$ cat config.mk
export PLATFORM = sky130hd
export DESIGN_NAME = vec_writeback
export DESIGN_NICKNAME = d
export VERILOG_FILES = /design/src/rtl/vec_writeback.sv
export SDC_FILE = /design/constraint.sdc
export NUM_CORES = 1
export LEC_CHECK = 0
export ABC_AREA = 1
export CORE_MARGIN = 4
export CORE_UTILIZATION = 25
export DETAILED_ROUTE_END_ITERATION = 10
export DONT_BUFFER_PORTS = 1
export GPL_TIMING_DRIVEN = 0
export HOLD_SLACK_MARGIN = 0.05
export PLACE_DENSITY = 0.47
export SYNTH_ARGS = -nofsm -noshare
export SYNTH_HDL_FRONTEND = slang
export SYNTH_SLANG_ARGS = --single-unit
$ cat constraint.sdc
create_clock -name clk -period 16.3 [get_ports clk]
set_clock_uncertainty 0.15 [all_clocks]
set_input_delay 0.815 -clock clk [delete_from_list [all_inputs] [get_ports clk]]
set_output_delay 0.815 -clock clk [all_outputs]
set_load 0.1 [all_outputs]
$ cat src/rtl/vec_writeback.sv
// Vector writeback stage: merges whole-register ALU results with beat-assembled
// vector loads into one registered register-file write pulse.
module vec_writeback #(
  parameter int VLEN  = 256,
  parameter int MEM_W = 32
) (
  input  logic             clk,
  input  logic             reset,
  input  logic             alu_valid,
  output logic             alu_ready,
  input  logic [4:0]       alu_rd,
  input  logic [VLEN-1:0]  alu_data,
  input  logic             ld_start,
  input  logic [4:0]       ld_rd,
  input  logic             ld_beat_valid,
  input  logic [MEM_W-1:0] ld_beat_data,
  output logic             ld_busy,
  output logic             wb_en,
  output logic [4:0]       wb_rd,
  output logic [VLEN-1:0]  wb_data,
  output logic             err_beat
);
  localparam int BEATS = VLEN / MEM_W;
  localparam int CW    = (BEATS > 1) ? $clog2(BEATS) : 1;

  typedef enum logic [1:0] {IDLE, LOAD, COMMIT} state_t;

  state_t                        r_state, w_state_nx;
  logic [CW-1:0]                 r_cnt, w_cnt_nx;
  logic [4:0]                    r_rd, w_rd_nx;
  logic [BEATS-1:0][MEM_W-1:0]   r_buf;
  logic                          w_beat_wr;
  logic                          r_wb_en, w_wb_en_nx;
  logic [4:0]                    r_wb_rd, w_wb_rd_nx;
  logic [VLEN-1:0]               r_wb_data, w_wb_data_nx;
  logic                          r_err, w_err_nx;

  assign ld_busy   = (r_state != IDLE);
  assign alu_ready = (r_state != COMMIT);
  assign wb_en     = r_wb_en;
  assign wb_rd     = r_wb_rd;
  assign wb_data   = r_wb_data;
  assign err_beat  = r_err;

  always_ff @(posedge clk or posedge reset) begin
    if (reset) begin
      r_state   <= IDLE;
      r_cnt     <= '0;
      r_rd      <= '0;
      r_wb_en   <= 1'b0;
      r_wb_rd   <= '0;
      r_wb_data <= '0;
      r_err     <= 1'b0;
    end else begin
      r_state   <= w_state_nx;
      r_cnt     <= w_cnt_nx;
      r_rd      <= w_rd_nx;
      r_wb_en   <= w_wb_en_nx;
      r_wb_rd   <= w_wb_rd_nx;
      r_wb_data <= w_wb_data_nx;
      r_err     <= w_err_nx;
    end
  end

  // One slice register per beat; only the slice selected by the count loads.
  for (genvar g = 0; g < BEATS; g++) begin : g_slice
    always_ff @(posedge clk or posedge reset) begin
      if (reset)                               r_buf[g] <= '0;
      else if (w_beat_wr && r_cnt == CW'(g))   r_buf[g] <= ld_beat_data;
    end
  end

  always_comb begin
    w_state_nx   = r_state;
    w_cnt_nx     = r_cnt;
    w_rd_nx      = r_rd;
    w_beat_wr    = 1'b0;
    w_err_nx     = 1'b0;
    w_wb_en_nx   = 1'b0;
    w_wb_rd_nx   = r_wb_rd;
    w_wb_data_nx = r_wb_data;
    case (r_state)
      IDLE: begin
        w_err_nx = ld_beat_valid;
        if (ld_start) begin
          w_state_nx = LOAD;
          w_rd_nx    = ld_rd;
          w_cnt_nx   = '0;
        end
      end
      LOAD: begin
        w_err_nx = ld_start;
        if (ld_beat_valid) begin
          w_beat_wr = 1'b1;
          w_cnt_nx  = r_cnt + 1'b1;
          if (r_cnt == CW'(BEATS - 1)) w_state_nx = COMMIT;
        end
      end
      COMMIT: begin
        w_err_nx   = ld_beat_valid | ld_start;
        w_cnt_nx   = '0;
        w_state_nx = IDLE;
      end
      default: w_state_nx = IDLE;
    endcase
    // COMMIT owns the write port; the ALU is stalled by alu_ready then.
    if (r_state == COMMIT) begin
      w_wb_en_nx   = (r_rd != 5'd0);
      w_wb_rd_nx   = r_rd;
      w_wb_data_nx = r_buf;
    end else if (alu_valid) begin
      w_wb_en_nx   = (alu_rd != 5'd0);
      w_wb_rd_nx   = alu_rd;
      w_wb_data_nx = alu_data;
    end
  end
endmodule

==> parameters.txt, run 1 <==
Parameter                              Value

Run status
  Outcome ... finished, final reports clean

Worst setup path
  Worst Path Required ... 15.34 ns
  Kind of cell with the highest combined delay on the critical path ... simple AND/OR/NAND/NOR gates
  Startpoint class of the critical path ... flop
  Element type at the critical path end ... output port
  Start point of the critical path ... r_state[0]$_DFFE_PP0P_
  Kind of critical path ... flop to output port
  Worst R2R Path Depth ... 6
  Reg-to-reg slack, setup ... 13.22 ns
  Slowest stage cell, crit path ... sky130_fd_sc_hd__nand2_1
  Levels on crit path ... 3
  Ordered cell list for the critical path ... inv_1 -> nand2_1 -> clkbuf_2
  Worst path arrival time ... 2.87 ns
  Largest stage delay on the critical path ... 0.97 ns
  Critical path buffer and inverter count ... 2
  Largest fanout of any net on the critical path ... 10
  Startpoint of the lowest-slack register-to-register path ... r_state[0]$_DFFE_PP0P_

Drt
  Final antenna-violating net count ... 0
  Detail-routed net length per standard cell ... 26.3 µm
  DRC violation count after routing ... 0
  Vias after detailed routing ... 18,900
  Number of DRC markers after the initial detailed-route iteration ... 1,830
  Number of vias per cell after detailed routing ... 4.83
  Pre-antenna DRT Iters ... 8
  Routed Wire Length ... 103 mm

Synth
  Top area cells in the synthesized netlist ... sky130_fd_sc_hd__dfrtp_1 (60%), sky130_fd_sc_hd__nand2_1 (21%), sky130_fd_sc_hd__nand3_1 (12%)
  Part of the Yosys area used for sequential elements ... 0.598
  Number of synthesis warnings ... 0
  Syn_nets ... 2,943
  Flip-flop and latch count after synthesis ... 529
  Cell type contributing the most total cell area after synthesis ... sky130_fd_sc_hd__dfrtp_1
  Post-synth cell types ... 16
  Cell count after synthesis ... 2,634
  Most frequent cell after synthesis ... sky130_fd_sc_hd__nand2_1
  Share of flip-flops with an asynchronous set or reset after synthesis ... 1.00
  Number of enable-type register cells in the synthesized netlist ... 0
  Area share of the largest cell type after synthesis ... 0.598
  Post-synth design cell area ... 0.0221 mm²
  Mean post-synth cell area ... 8.40 µm²
  Most used flip-flop cell after synthesis ... sky130_fd_sc_hd__dfrtp_1
  Most used standard cells in the synthesized netlist ... sky130_fd_sc_hd__nand2_1 (1,232), sky130_fd_sc_hd__dfrtp_1 (529), sky130_fd_sc_hd__nand3_1 (529)

Global route
  Pin count of the biggest net entering global routing ... 122
  Global-route wire length before repair ... 144 mm
  Global route total overflow ... 0
  GRT Resource Usage Total ... 0.215
  Vias in the first global route ... 19,000
  Antenna violations before repair ... 8

Min path
  Worst Hold Depth ... 2
  Hold path startpoint ... alu_data[77]
  Hold/Removal Path Class ... primary input to flop

Layout
  Area overhead of the layout relative to synthesis ... 17.3%
  Fraction of layout instances using a drive strength above 1 ... 0.0824
  Layout Utilization ... 0.297
  Number of nets at the end of the flow ... 3,017
  Cell area after layout ... 0.0260 mm²

Floorplanning
  Die Height ... 306 µm
  Die Outline Area ... 0.0934 mm²
  Num rows ... 108
  Overall die width ... 306 µm
  I/O pin count ... 568
  Initial standard-cell utilization of the core ... 0.254
  Floorplan Core Area ... 0.0873 mm²

STA
  Final TNS setup ... 0 ns
  Highest attainable clock frequency ... 261 MHz
  Clock period minus worst slack ... 3.83 ns
  Final setup viols ... 0
  RSZ-0062 raised after global routing ... false
  Period utilization ... 0.235
  Transition time at the pin with the least slew margin ... 1.35 ns
  Remaining max-slew budget at the tightest pin ... 0.101
  Final Max Tran Viols ... 0
  Total count of hold-check failures in the final report ... 0
  Final hold slack ... 0.167 ns

Clocking
  Clock Tree Buf Depth ... 3
  Number of gates given a new drive strength after cts ... 0
  CTS tree ... built
  Clock root buffer master ... sky130_fd_sc_hd__clkbuf_16
  Number of H-tree branching levels ... 3
  Number of sinks driven by the clock tree ... 529
  Clock-pin transition on the worst setup and hold timing paths ... 0.06 ns
  TritonCTS buffer count ... 67
  Insertion delay of the later-clocked pin in the worst-skew pair ... 0.62 ns

Placed design
  Total of buffers placed on input and output ports ... 0
  Global placer's final weighted congestion ... 0.819
  Placed Area ... 0.0237 mm²
  Placed wire-length estimate after detailed placement ... 71.8 mm

Power
  Total power density per cell area ... 174 mW/mm²
  Reported leakage power ... 0.0127 µW
  Worst supply voltage drop on vdd ... 0.0000866 V

Run
  Total of max-cap violations ... 0
==> cells by family (layout without fill, tap and decap cells) <==
kind of cell	Yosys count	in the layout	share of synthesized area
AO/OA/AOI/OAI	100	100	0.0227
adder cells (fa/ha/maj)	6	6	0.00339
buffers and inverters	220	342	0.0433
flip-flops	529	529	0.598
other	0	4	0
AND/OR/NAND/NOR	1779	1779	0.333
==> power by group <==
part,internal (µW),switching [µW],total (µW)
logic,193,434,627
clock network,888,630,1520
registers,1650,714,2370
==> final cells by class <==
class                      instances  area [µm²]
antenna                            4        10.0
sequential                       529       13200
clock inverter                    17         245
buffer                           204         902
clock buffer                     100        1990
fill                            9545       61300
inverter                          16        67.6
multi-input combinational       1885        7940
tap                             1155        1450
timing repair buffer               5         120
==> sequential cells by signal, indices dropped and copies added, names as in the netlist <==
| register | flops |
|---|---|
| r_cnt | 3 |
| err_beat | 1 |
| wb_rd | 5 |
| r_rd | 5 |
| r_state | 2 |
| wb_data | 256 |
| r_buf | 256 |
| wb_en | 1 |
==> metal layers <==
metal,GRT usage,up-vias,wire length [µm]
met5,0,-,52
met4,0.0709,10,3340
met3,0.0637,141,8850
met2,0.343,725,47800
met1,0.279,9421,42800
li1,-,8615,-
==> final timing paths <==
check | end
setup / recovery | alu_ready
hold / removal | wb_data[77]$_DFFE_PP0P_
setup reg to reg | wb_data[40]$_DFFE_PP0P_
hold reg to reg | r_buf[177]$_DFFE_PP0P_
max in group asynchronous | r_buf[105]$_DFFE_PP0P_
min in group asynchronous | wb_data[241]$_DFFE_PP0P_
==> metrics by stage <==
stage | total power (µW) | setup WS (ns) | std cells
after global routing | 4750 | 12.39 | 3912
final | 4510 | 12.47 | 3915
after CTS | 4550 | 12.39 | 3911
after detailed placement | 3020 | 12.08 | 3793
after global placement | 3000 | -7.02 | 3789
after floorplan | 2750 | 0.553 | 2634
==> layout by cell type (no fill, tap or decap), drive strengths merged <==
cell type,count
dlygate4sd3,1
buf,91
clkbuf,217
clkinv,7
diode,4
nand3b,1
dfrtp,529
or2,1
nand2,1232
clkinvlp,3
o211ai,1
bufinv,2
nand3,529
nor2,16
inv,21
o21ai,99
ha,6
==> what timing repair did <==
| action | in CTS | in global routing |
|---|---|---|
| endpoints found under the hold margin | 79 | 0 |
| setup buffers | 0 | 0 |
| hold buffers | 1 | 0 |
(Power assumes the default switching activity.)
==> run 2: changes to the inputs <==
Clock period 16.3 ns to 3.2 ns, I/O delays scaled along.
==> run 2 against run 1 <==
Wire length is 3.0% higher. Combinational power grew to 5.9 times the previous value. Total power rose to 5.2 times the previous value. Critical path depth rose by 4. Register-to-register slack got worse by 13 ns. Utilization is 4.5 points higher. Sequential cell count stayed put. Global-route usage rose by 0.59 points. Clock power increased to 5.2 times the previous value. Die area is the same. Sequential share of layout area is 6.7 points lower.
==> parameters.txt, run 2 (synthesized netlist as in run 1, its figures left out) <==
Parameter                              Value

STA
  Remaining max-slew budget at the tightest pin ... 0.0261
  Least setup slack across all paths after layout ... 0.125 ns
  RSZ-0062 raised after global routing ... false
  Period utilization ... 0.961
  Clock period minus worst slack ... 3.08 ns
  Final hold slack ... 0.0449 ns
  Highest attainable clock frequency ... 325 MHz
  Total count of hold-check failures in the final report ... 0
  Final setup viols ... 0
  Final Max Tran Viols ... 0
  Transition time at the pin with the least slew margin ... 1.46 ns

Global route
  Pin count of the biggest net entering global routing ... 40
  Vias in the first global route ... 20,700
  Global route total overflow ... 0
  GRT Resource Usage Total ... 0.221
  Antenna violations before repair ... 14
  Global-route wire length before repair ... 150 mm

Worst setup path
  Critical path buffer and inverter count ... 4
  Worst R2R Path Depth ... 7
  Largest fanout of any net on the critical path ... 10
  Slowest stage cell, crit path ... sky130_fd_sc_hd__buf_2
  Kind of critical path ... flop to flop
  Ordered cell list for the critical path ... inv_1 -> nand2_2 -> buf_2 -> buf_2 -> nand3_1 -> nand3_1 -> dlygate4sd3_1
  Largest stage delay on the critical path ... 0.59 ns
  Startpoint class of the critical path ... flop
  Kind of cell with the highest combined delay on the critical path ... buffers and inverters
  Worst path arrival time ... 3.45 ns
  Worst Path Required ... 3.58 ns
  Levels on crit path ... 7
  Element type at the critical path end ... flop

Drt
  DRC violation count after routing ... 0
  Detail-routed net length per standard cell ... 24.7 µm
  Number of vias per cell after detailed routing ... 4.80
  Routed Wire Length ... 106 mm
  Pre-antenna DRT Iters ... 5
  Number of DRC markers after the initial detailed-route iteration ... 1,862
  Vias after detailed routing ... 20,600
  Final antenna-violating net count ... 0

Power
  Share of power burned in registers ... 0.511
  Switching Share ... 0.389
  Logic gate share of total power ... 0.157
  Proportion of power drawn by the clock network ... 0.332
  Worst supply voltage drop on vdd ... 0.000469 V
  Reported leakage power ... 0.0143 µW
  Sw power ... 9190 µW
  Total power density per cell area ... 790 mW/mm²
  Internal portion of total power ... 14,400 µW
  Total Power Consumption ... 23,600 µW

Floorplanning
  Die Outline Area ... 0.0934 mm²
  Floorplan Core Area ... 0.0873 mm²
  Initial standard-cell utilization of the core ... 0.254
  Num rows ... 108
  Die Height ... 306 µm
  Overall die width ... 306 µm
  I/O pin count ... 568

Placed design
  Total of buffers placed on input and output ports ... 0
  Placed wire-length estimate after detailed placement ... 72.5 mm
  Global placer's final weighted congestion ... 0.811
  Worst slack at placement ... -0.564 ns

Min path
  Worst Hold Depth ... 3
  Hold/Removal Path Class ... primary input to flop

Clocking
  Insertion delay of the later-clocked pin in the worst-skew pair ... 0.61 ns
  CTS tree ... built
  Number of buffers inserted to repair setup after CTS ... 0
  Number of sinks driven by the clock tree ... 529
  Clock-pin transition on the worst setup and hold timing paths ... 0.06 ns
  Clock root buffer master ... sky130_fd_sc_hd__clkbuf_16
  Number of H-tree branching levels ... 3
  Clock Tree Buf Depth ... 3
  TritonCTS buffer count ... 67

Layout
  Filler Cells Inserted ... 9,116
  Layout Utilization ... 0.342
  Multi-input combinational cell area ... 0.00796 mm²
  Area overhead of the layout relative to synthesis ... 34.9%
  Fraction of layout instances using a drive strength above 1 ... 0.0779
  Leading cell types in the layout, fill and taps excluded ... sky130_fd_sc_hd__nand2_1 (1,231), sky130_fd_sc_hd__dfrtp_1 (529), sky130_fd_sc_hd__nand3_1 (528)
  Area taken by flip-flops and latches ... 0.0132 mm²
  Number of nets at the end of the flow ... 3,393
  Leading cell type in the layout, fill and taps excluded ... sky130_fd_sc_hd__nand2_1

Run
  Total of max-cap violations ... 0

Run status
  Outcome ... finished, final reports clean
-- run 2: repair_timing --
item                                    in CTS  in global routing
endpoints found under the hold margin      476                  0
endpoints found under the setup margin       1                 11
cloned                                       0                  0
resized for setup                            1                  4
hold buffers                               366                  0
-- run 2: path summary, 6_finish.rpt --
check,start,end,slack (ns)
worst max register to register,r_state[0]$_DFFE_PP0P_,wb_data[254]$_DFFE_PP0P_,0.12
worst max-delay path,r_state[0]$_DFFE_PP0P_,wb_data[254]$_DFFE_PP0P_,0.12
worst min-delay path,ld_beat_data[2],r_buf[194]$_DFFE_PP0P_,0.04
worst min register to register,r_buf[105]$_DFFE_PP0P_,r_buf[105]$_DFFE_PP0P_,0.32
max in group asynchronous,reset,wb_data[91]$_DFFE_PP0P_,0.98
min in group asynchronous,reset,wb_data[241]$_DFFE_PP0P_,0.64
-- run 2: tightest hold or removal path, delay by kind of cell --
kind                   cells  cell delay (ns)
buffers and inverters      1             0.36
AND/OR/NAND/NOR            2             0.23
-- run 2: cell type report --
type,count,share of cell area
Tap cell,1155,0.0484
Inverter,16,0.00214
Clock inverter,18,0.00855
Sequential cell,529,0.443
Clock buffer,101,0.0672
Timing Repair Buffer,381,0.133
Multi-Input combinational cell,1885,0.266
Buffer,204,0.0303
Antenna cell,5,0.000419
-- run 2: layer usage --
layer,part of all wire,up-vias,wire length [µm],global-route usage
li1,-,9360,-,-
met1,0.43,10300,45300,0.296
met2,0.46,829,49200,0.354
met3,0.078,145,8290,0.0517
met4,0.029,2,3100,0.0681
met5,0.00013,-,14,0
-- run 2: power groups by stage --
stage / Sequential (µW) / Clock (µW) / Combinational (µW)
floorplan: 11700 / 0 / 2280
global placement: 12100 / 0 / 3130
detailed placement: 12100 / 0 / 3270
CTS: 12000 / 8020 / 3720
global route: 12300 / 8260 / 4260
finish: 12100 / 7830 / 3710
-- run 2: per-stage QoR --
step	TNS, ns	instance area [µm²]	cells
after global placement	-4254.94	23600	3789
final	0	29900	4294
after floorplan	-2274.76	22100	2634
after detailed placement	-5.01	23900	3804
after global routing	0	29900	4290
after CTS	0	29800	4289
